$ cat src/rtl/pixel_event_fifo_if.sv
// pixel_event_fifo_if: readout valid/ready bus carrying packed pixel event words
interface pixel_event_fifo_if #(
    parameter int EVT_W = 25
);
    logic             evt_valid;
    logic             evt_ready;
    logic [EVT_W-1:0] evt_data;
    modport master (output evt_valid, output evt_data, input evt_ready);
    modport slave (input evt_valid, input evt_data, output evt_ready);
endinterface

$ cat src/rtl/pixel_event_fifo.sv
// pixel_event_fifo: stamps granted pixel addresses with a free-running timestamp and
// buffers the event words in a first-word-fall-through FIFO with drop accounting
module pixel_event_fifo #(
    parameter int Lvl_ADD = 2,
    parameter int Low_ADD = 2,
    parameter int TS_W    = 16,
    parameter int DEPTH   = 8,
    parameter int EVT_W   = 1 + TS_W + 2*(Lvl_ADD+Low_ADD)
) (
    input  logic                         grp_release_clk,
    input  logic                         reset_i,
    input  logic                         enable_i,
    input  logic                         active_i,
    input  logic [Lvl_ADD-1:0]           hi_x_add_i,
    input  logic [Lvl_ADD-1:0]           hi_y_add_i,
    input  logic [Low_ADD-1:0]           lo_x_add_i,
    input  logic [Low_ADD-1:0]           lo_y_add_i,
    input  logic                         lo_gnt_valid_i,
    input  logic                         grp_last_i,
    input  logic                         clr_ovf_i,
    pixel_event_fifo_if.master           evt_if,
    output logic [$clog2(DEPTH+1)-1:0]   count_o,
    output logic                         full_o,
    output logic                         empty_o,
    output logic                         overflow_o,
    output logic [7:0]                   drop_cnt_o
);
    localparam int PW = $clog2(DEPTH);
    localparam int CW = $clog2(DEPTH+1);

    logic [EVT_W-1:0] mem_q [DEPTH];
    logic [EVT_W-1:0] evt_word_d;
    logic [PW-1:0]    wr_ptr_q, wr_ptr_d, rd_ptr_q, rd_ptr_d;
    logic [CW-1:0]    count_q, count_d;
    logic [TS_W-1:0]  ts_q, ts_d;
    logic             overflow_q, overflow_d;
    logic [7:0]       drop_cnt_q, drop_cnt_d;
    logic             push_req, pop, wr_en, drop;

    // A full FIFO still accepts a push when the head leaves in the same cycle.
    always_comb begin
        push_req   = enable_i & active_i & lo_gnt_valid_i;
        pop        = evt_if.evt_valid & evt_if.evt_ready;
        wr_en      = push_req & (!full_o | pop);
        drop       = push_req & full_o & !pop;
        evt_word_d = {grp_last_i, ts_q, hi_x_add_i, lo_x_add_i, hi_y_add_i, lo_y_add_i};
        wr_ptr_d   = wr_en ? wr_ptr_q + PW'(1) : wr_ptr_q;
        rd_ptr_d   = pop ? rd_ptr_q + PW'(1) : rd_ptr_q;
        count_d    = count_q + CW'(wr_en) - CW'(pop);
        ts_d       = enable_i ? ts_q + TS_W'(1) : ts_q;
        overflow_d = !clr_ovf_i & (overflow_q | drop);
        drop_cnt_d = clr_ovf_i ? 8'd0 : drop_cnt_q + 8'(drop && drop_cnt_q != 8'hFF);
    end

    always_ff @(posedge grp_release_clk or posedge reset_i) begin
        if (reset_i) begin
            wr_ptr_q   <= '0;
            rd_ptr_q   <= '0;
            count_q    <= '0;
            ts_q       <= '0;
            overflow_q <= 1'b0;
            drop_cnt_q <= 8'd0;
        end else begin
            wr_ptr_q   <= wr_ptr_d;
            rd_ptr_q   <= rd_ptr_d;
            count_q    <= count_d;
            ts_q       <= ts_d;
            overflow_q <= overflow_d;
            drop_cnt_q <= drop_cnt_d;
        end
    end

    always_ff @(posedge grp_release_clk) begin
        if (wr_en) mem_q[wr_ptr_q] <= evt_word_d;
    end

    assign count_o          = count_q;
    assign full_o           = count_q == CW'(DEPTH);
    assign empty_o          = count_q == '0;
    assign overflow_o       = overflow_q;
    assign drop_cnt_o       = drop_cnt_q;
    assign evt_if.evt_valid = !empty_o;
    assign evt_if.evt_data  = mem_q[rd_ptr_q];
endmodule

$ cat src/flat_wrapper.sv
// flat-port wrapper written by rule: the top's interface ports become plain ports
module pixel_event_fifo_flat 
#(
    parameter int Lvl_ADD = 2,
    parameter int Low_ADD = 2,
    parameter int TS_W    = 16,
    parameter int DEPTH   = 8,
    parameter int EVT_W   = 1 + TS_W + 2*(Lvl_ADD+Low_ADD)
)
  (grp_release_clk, reset_i, enable_i, active_i, hi_x_add_i, hi_y_add_i, lo_x_add_i, lo_y_add_i, lo_gnt_valid_i, grp_last_i, clr_ovf_i, count_o, full_o, empty_o, overflow_o, drop_cnt_o, evt_if_evt_valid, evt_if_evt_data, evt_if_evt_ready);
  pixel_event_fifo_if #(.EVT_W(EVT_W)) evt_if_i ();
  input  logic grp_release_clk;
  input  logic reset_i;
  input  logic enable_i;
  input  logic active_i;
  input  logic [Lvl_ADD-1:0] hi_x_add_i;
  input  logic [Lvl_ADD-1:0] hi_y_add_i;
  input  logic [Low_ADD-1:0] lo_x_add_i;
  input  logic [Low_ADD-1:0] lo_y_add_i;
  input  logic lo_gnt_valid_i;
  input  logic grp_last_i;
  input  logic clr_ovf_i;
  output logic [$clog2(DEPTH+1)-1:0] count_o;
  output logic full_o;
  output logic empty_o;
  output logic overflow_o;
  output logic [7:0] drop_cnt_o;
  output wire logic [$bits(evt_if_i.evt_valid)-1:0] evt_if_evt_valid;
  output wire logic [$bits(evt_if_i.evt_data)-1:0] evt_if_evt_data;
  input wire logic [$bits(evt_if_i.evt_ready)-1:0] evt_if_evt_ready;
  assign evt_if_evt_valid = evt_if_i.evt_valid;
  assign evt_if_evt_data = evt_if_i.evt_data;
  assign evt_if_i.evt_ready = evt_if_evt_ready;
  pixel_event_fifo #(.Lvl_ADD(Lvl_ADD), .Low_ADD(Low_ADD), .TS_W(TS_W), .DEPTH(DEPTH), .EVT_W(EVT_W)) u_core (.grp_release_clk(grp_release_clk), .reset_i(reset_i), .enable_i(enable_i), .active_i(active_i), .hi_x_add_i(hi_x_add_i), .hi_y_add_i(hi_y_add_i), .lo_x_add_i(lo_x_add_i), .lo_y_add_i(lo_y_add_i), .lo_gnt_valid_i(lo_gnt_valid_i), .grp_last_i(grp_last_i), .clr_ovf_i(clr_ovf_i), .evt_if(evt_if_i), .count_o(count_o), .full_o(full_o), .empty_o(empty_o), .overflow_o(overflow_o), .drop_cnt_o(drop_cnt_o));
endmodule
$ cat config.mk
export PLATFORM = sky130hd
export DESIGN_NAME = pixel_event_fifo_flat
export DESIGN_NICKNAME = d
export VERILOG_FILES = /design/src/rtl/pixel_event_fifo_if.sv /design/src/rtl/pixel_event_fifo.sv /design/src/flat_wrapper.sv
export SDC_FILE = /design/constraint.sdc
export NUM_CORES = 1
export LEC_CHECK = 0
export ABC_AREA = 1
export BUFFER_PORTS_ARGS = -buffer_cell sky130_fd_sc_hd__buf_2
export CELL_PAD_IN_SITES_DETAIL_PLACEMENT = 2
export CELL_PAD_IN_SITES_GLOBAL_PLACEMENT = 2
export CORE_MARGIN = 2
export CORE_UTILIZATION = 41
export DETAILED_ROUTE_END_ITERATION = 7
export GPL_TIMING_DRIVEN = 1
export PLACE_DENSITY = 0.8
export REMOVE_ABC_BUFFERS = 1
export SLEW_MARGIN = 20
export SYNTH_ARGS = -nofsm -noshare
export SYNTH_HDL_FRONTEND = slang
export SYNTH_SLANG_ARGS = --single-unit
$ cat constraint.sdc
create_clock -name grp_release_clk -period 3.3 [get_ports grp_release_clk]
set_clock_uncertainty 0.1 [all_clocks]
set_input_delay 0.66 -clock grp_release_clk [delete_from_list [all_inputs] [get_ports grp_release_clk]]
set_output_delay 0.66 -clock grp_release_clk [all_outputs]
set_load 0.05 [all_outputs]
==> impl_results.md <==
- Result of the run: complete, no violations
- Filler-free cell count of the finished design: 1229
- Final period utilization: 0.956
- Die height: 158 um
- Number of cell instances on the worst register-to-register path: 11
- F_max: 317 MHz
- CP startpoint: u_core.rd_ptr_q[0]$_DFFE_PP0P_
- Class of the tightest hold or removal check: in -> async
- Routed Antenna Nets: 0
- Final RePlAce weighted congestion: around 0.7
- Placed wire-length estimate after detailed placement: about 16000 um
- Fraction of power consumed by sequential logic: 0.342
- Buffers from clock root to sink, at most: 3
- Pwr Density: roughly 970 nW/um^2
- Worst Hold Margin: 0.123 ns
- Comb power frac: 0.376
- Effective utilization at floorplan: 0.415
- Via count of the routed design: 6548
- Max-capacitance violation count: 0
- Setup violations, final: 0
- Clock sink total: 235
- Crit path depth: 7
- Net switching power of the design: 4520 uW
- Setup repair after global routing missed its margin: false
- Sort of element at the start of the critical path: flip-flop
- Count of endpoints failing hold in the final timing report: 0
- Ys Warns: 0
- Fraction of final layout cells sized beyond drive strength 1: 0.157
- Number of DRC violations after detailed routing: 0
- Register bit total from synthesis: between 200 and 250
- Antenna violations before repair: 0
- Slew margin rel.: 0.355
- Mean cell area of the mapped netlist: about 12 sq um
- Wire length of the first global-routing pass: ~43000 um
- Switching Share: 0.413
- Initial drt markers: 359
- Worst-case setup slack after placement: roughly 0.66 ns
- Core Region: 23300 sq um
- DRT Pass-1 Iters: 4
- Slowest Stage Delay on Critical Path: between 0.4 and 0.5 ns
- Family with the most delay on the worst path: buffers and inverters
- Reported leakage power: 0.00419 uW
- Worst Setup Path Type: reg -> out
- Overflow left after global routing: 0
- Post-synthesis sequential area ratio: 0.711
- Number of H-tree levels: 1
- Slowest CP cell: sky130_fd_sc_hd__clkinv_2
- Data arrival time of the worst path: 2.39 ns
- Root buffer selected by CTS: sky130_fd_sc_hd__clkbuf_16
- Beginning of the worst register-to-register path: u_core.count_o[2]$_DFF_PP0_
- Worst path required time: ~2.5 ns
- Routed WL per cell: ~23 um
- Largest voltage drop on the vdd net: ~600 uV
- Number of CTS-inserted buffers: 26
- Area growth syn-to-layout: 16.6%
- Inserted Diodes: 0
- Combined area of all synthesized cells: around 9700 sq um
- R2R Path End: u_core.drop_cnt_o[7]$_DFF_PP0_
- Setup ws final: 0.146 ns
- Global routing usage summed across all routing layers: 0.232
- Part of the power in the clock network: 0.282
- Maximum number of pins on one net before global-route repair: a little over 100
- Drt total wl: 28000 um
- List of cells traversed by the critical path: clkinv_2 > buf_12 > o21ai_1 > o21ai_1 > nand2_1 > nand2_1 > buf_2
- Number of pins with negative max-slew slack in the final report: 0
- Slew at the pin with the worst max-slew slack: between 0.9 and 1 ns
- Number of instances in the placed design: 1181
- Crit-path max FO: 27
- Die Outline Area: roughly 25000 sq um
- Critical Path Sink: evt_if_evt_data[15]
- Synthesized netlist cell count: between 800 and 900
- Post-route minimum period: ~3.2 ns
- FILL cells: around 2.4k
- Insertion delay to the later sink of the worst-skew pair: ~0.54 ns
- Count of input and output buffers: 56
- Number of buffers inserted by post-CTS setup repair: 0
- Via count of the first global-routing pass: 7495
- Yosys cell types: 34
- CTS tree: built
- R2R setup slack: 0.93 ns
- Kind of capture point of the worst setup path: output port
- Cell row count: 56
- Vias per Instance: 5.33
- Number of nets in the layout: just over 900
- Clock transition at path regs: 0.06 ns
- Number of placed I/O pins: 57
- Int Power: between 6000 and 7000 uW
- Die boundary width: 158 um
- Critical path buffer and inverter count: 3
## worst reg2reg max path, delay by kind of cell (launching register included)
kind / cells / cell delay (ns)
AO/OA/AOI/OAI: 1 / 0.17
adder cells (fa/ha/maj): 2 / 0.34
buffers and inverters: 1 / 0.10
flip-flops: 1 / 0.38
AND/OR/NAND/NOR: 7 / 1.18
## routing by layer
layer,vias up,GRT usage,part of all wire
met5,-,0,0
met4,0,0.0576,0.017
met3,36,0.0309,0.029
met2,104,0.435,0.53
li1,2968,-,-
met1,3440,0.282,0.42
## power groups by stage
stage	registers, uW	clock network, uW	logic, uW
after floorplan	4000	0	2520
after global placement	3780	0	3910
after detailed placement	3810	0	4110
after CTS	3750	3140	4200
after global routing	3780	3240	4530
final	3750	3090	4130
## worst min-delay path by stage
stage | cells after the start | to | from
2_1_floorplan | 2 | u_core.wr_ptr_q[0]$_DFFE_PP0P_ | u_core.wr_ptr_q[0]$_DFFE_PP0P_
3_3_place_gp | 2 | u_core.overflow_o$_DFF_PP0_ | u_core.overflow_o$_DFF_PP0_
3_5_place_dp | 2 | u_core.overflow_o$_DFF_PP0_ | u_core.overflow_o$_DFF_PP0_
4_1_cts | 2 | u_core.rd_ptr_q[0]$_DFFE_PP0P_ | reset_i
5_1_grt | 2 | u_core.rd_ptr_q[0]$_DFFE_PP0P_ | reset_i
6_report | 2 | u_core.drop_cnt_o[0]$_DFF_PP0_ | reset_i
## cells in the mapped netlist (all sizes together)
master,number,area share
edfxtp,200,0.62
nor2,170,0.068
o21ai,155,0.080
nand2,121,0.048
inv,38,0.015
dfrtp,35,0.091
buf,34,0.019
nand3,15,0.0088
ha,11,0.014
xor2,9,0.0081
a21oi,6,0.0031
clkbuf,6,0.0023
nor3,6,0.0036
xnor2,5,0.0045
and3,3,0.0019
nand4,3,0.0019
clkinv,2,0.00078
nor3b,2,0.0032
a31oi,1,0.00065
fa,1,0.0021
mux2,1,0.0012
nand3b,1,0.00078
or2,1,0.00091
## logic make-up after synthesis
group | Yosys count | share of synthesized area
compound gates | 162 | 0.0839
xor+xnor | 14 | 0.0127
fa+ha+maj | 12 | 0.0163
buf+inv | 80 | 0.0371
flops | 235 | 0.711
mux | 1 | 0.00116
simple gates | 322 | 0.137
## placed cells by master, fill, tap and decap left out, types with 4 or more instances in the layout
cell / synthesis / routed
sky130_fd_sc_hd__nor2_2: 5 / 9
sky130_fd_sc_hd__o21ai_0: 52 / 52
sky130_fd_sc_hd__clkinv_2: 0 / 4
sky130_fd_sc_hd__nand2_1: 118 / 118
sky130_fd_sc_hd__clkbuf_16: 0 / 27
sky130_fd_sc_hd__clkinv_1: 2 / 6
sky130_fd_sc_hd__buf_12: 0 / 5
sky130_fd_sc_hd__dfrtp_1: 35 / 33
sky130_fd_sc_hd__nor3_1: 5 / 5
sky130_fd_sc_hd__ha_1: 11 / 11
sky130_fd_sc_hd__a21oi_1: 6 / 6
sky130_fd_sc_hd__clkbuf_8: 0 / 4
sky130_fd_sc_hd__xor2_1: 9 / 9
sky130_fd_sc_hd__buf_4: 7 / 15
sky130_fd_sc_hd__nand3_1: 13 / 13
sky130_fd_sc_hd__xnor2_1: 5 / 5
sky130_fd_sc_hd__inv_1: 33 / 32
sky130_fd_sc_hd__nor2_1: 164 / 160
sky130_fd_sc_hd__o21ai_1: 103 / 103
sky130_fd_sc_hd__edfxtp_1: 200 / 200
sky130_fd_sc_hd__buf_2: 26 / 56
sky130_fd_sc_hd__inv_2: 5 / 4
sky130_fd_sc_hd__clkbuf_1: 6 / 5
sky130_fd_sc_hd__bufinv_16: 0 / 4
## area by class of cell
| type | instances | area [sq um] | share of cell area |
|---|---|---|---|
| clock buffers | 36 | 749 | 0.0664 |
| clock inverters | 12 | 163 | 0.0144 |
| flip-flops and latches | 235 | 6880 | 0.610 |
| inverters | 40 | 151 | 0.0134 |
| repair buffers | 76 | 493 | 0.0437 |
| well taps | 319 | 399 | 0.0354 |
| multi-input cells | 511 | 2440 | 0.217 |
## state kept, by name (all words and copies together), names as in the netlist
| register | flops |
|---|---|
| u_core.count_o | 4 |
| u_core.drop_cnt_o | 8 |
| u_core.mem_q | 200 |
| u_core.overflow_o | 1 |
| u_core.rd_ptr_q | 3 |
| u_core.ts_q | 16 |
| u_core.wr_ptr_q | 3 |
## per-stage QoR
stage                     utilization  power, uW  setup TNS [ns]  area [sq um]
after floorplan                     -       6530          -20.29          9470
after global placement          0.444       7700               0         10400
after detailed placement        0.444       7920               0         10400
after CTS                       0.484      11100               0         11300
after global routing            0.484      11500               0         11300
final                           0.484      11000               0         11300
## timing repair
item	CTS	global route
setup endpoints to repair	0	10
resized for setup	0	1
hold buffers	0	0
Note: power is estimated with default switching activity, not from simulation.
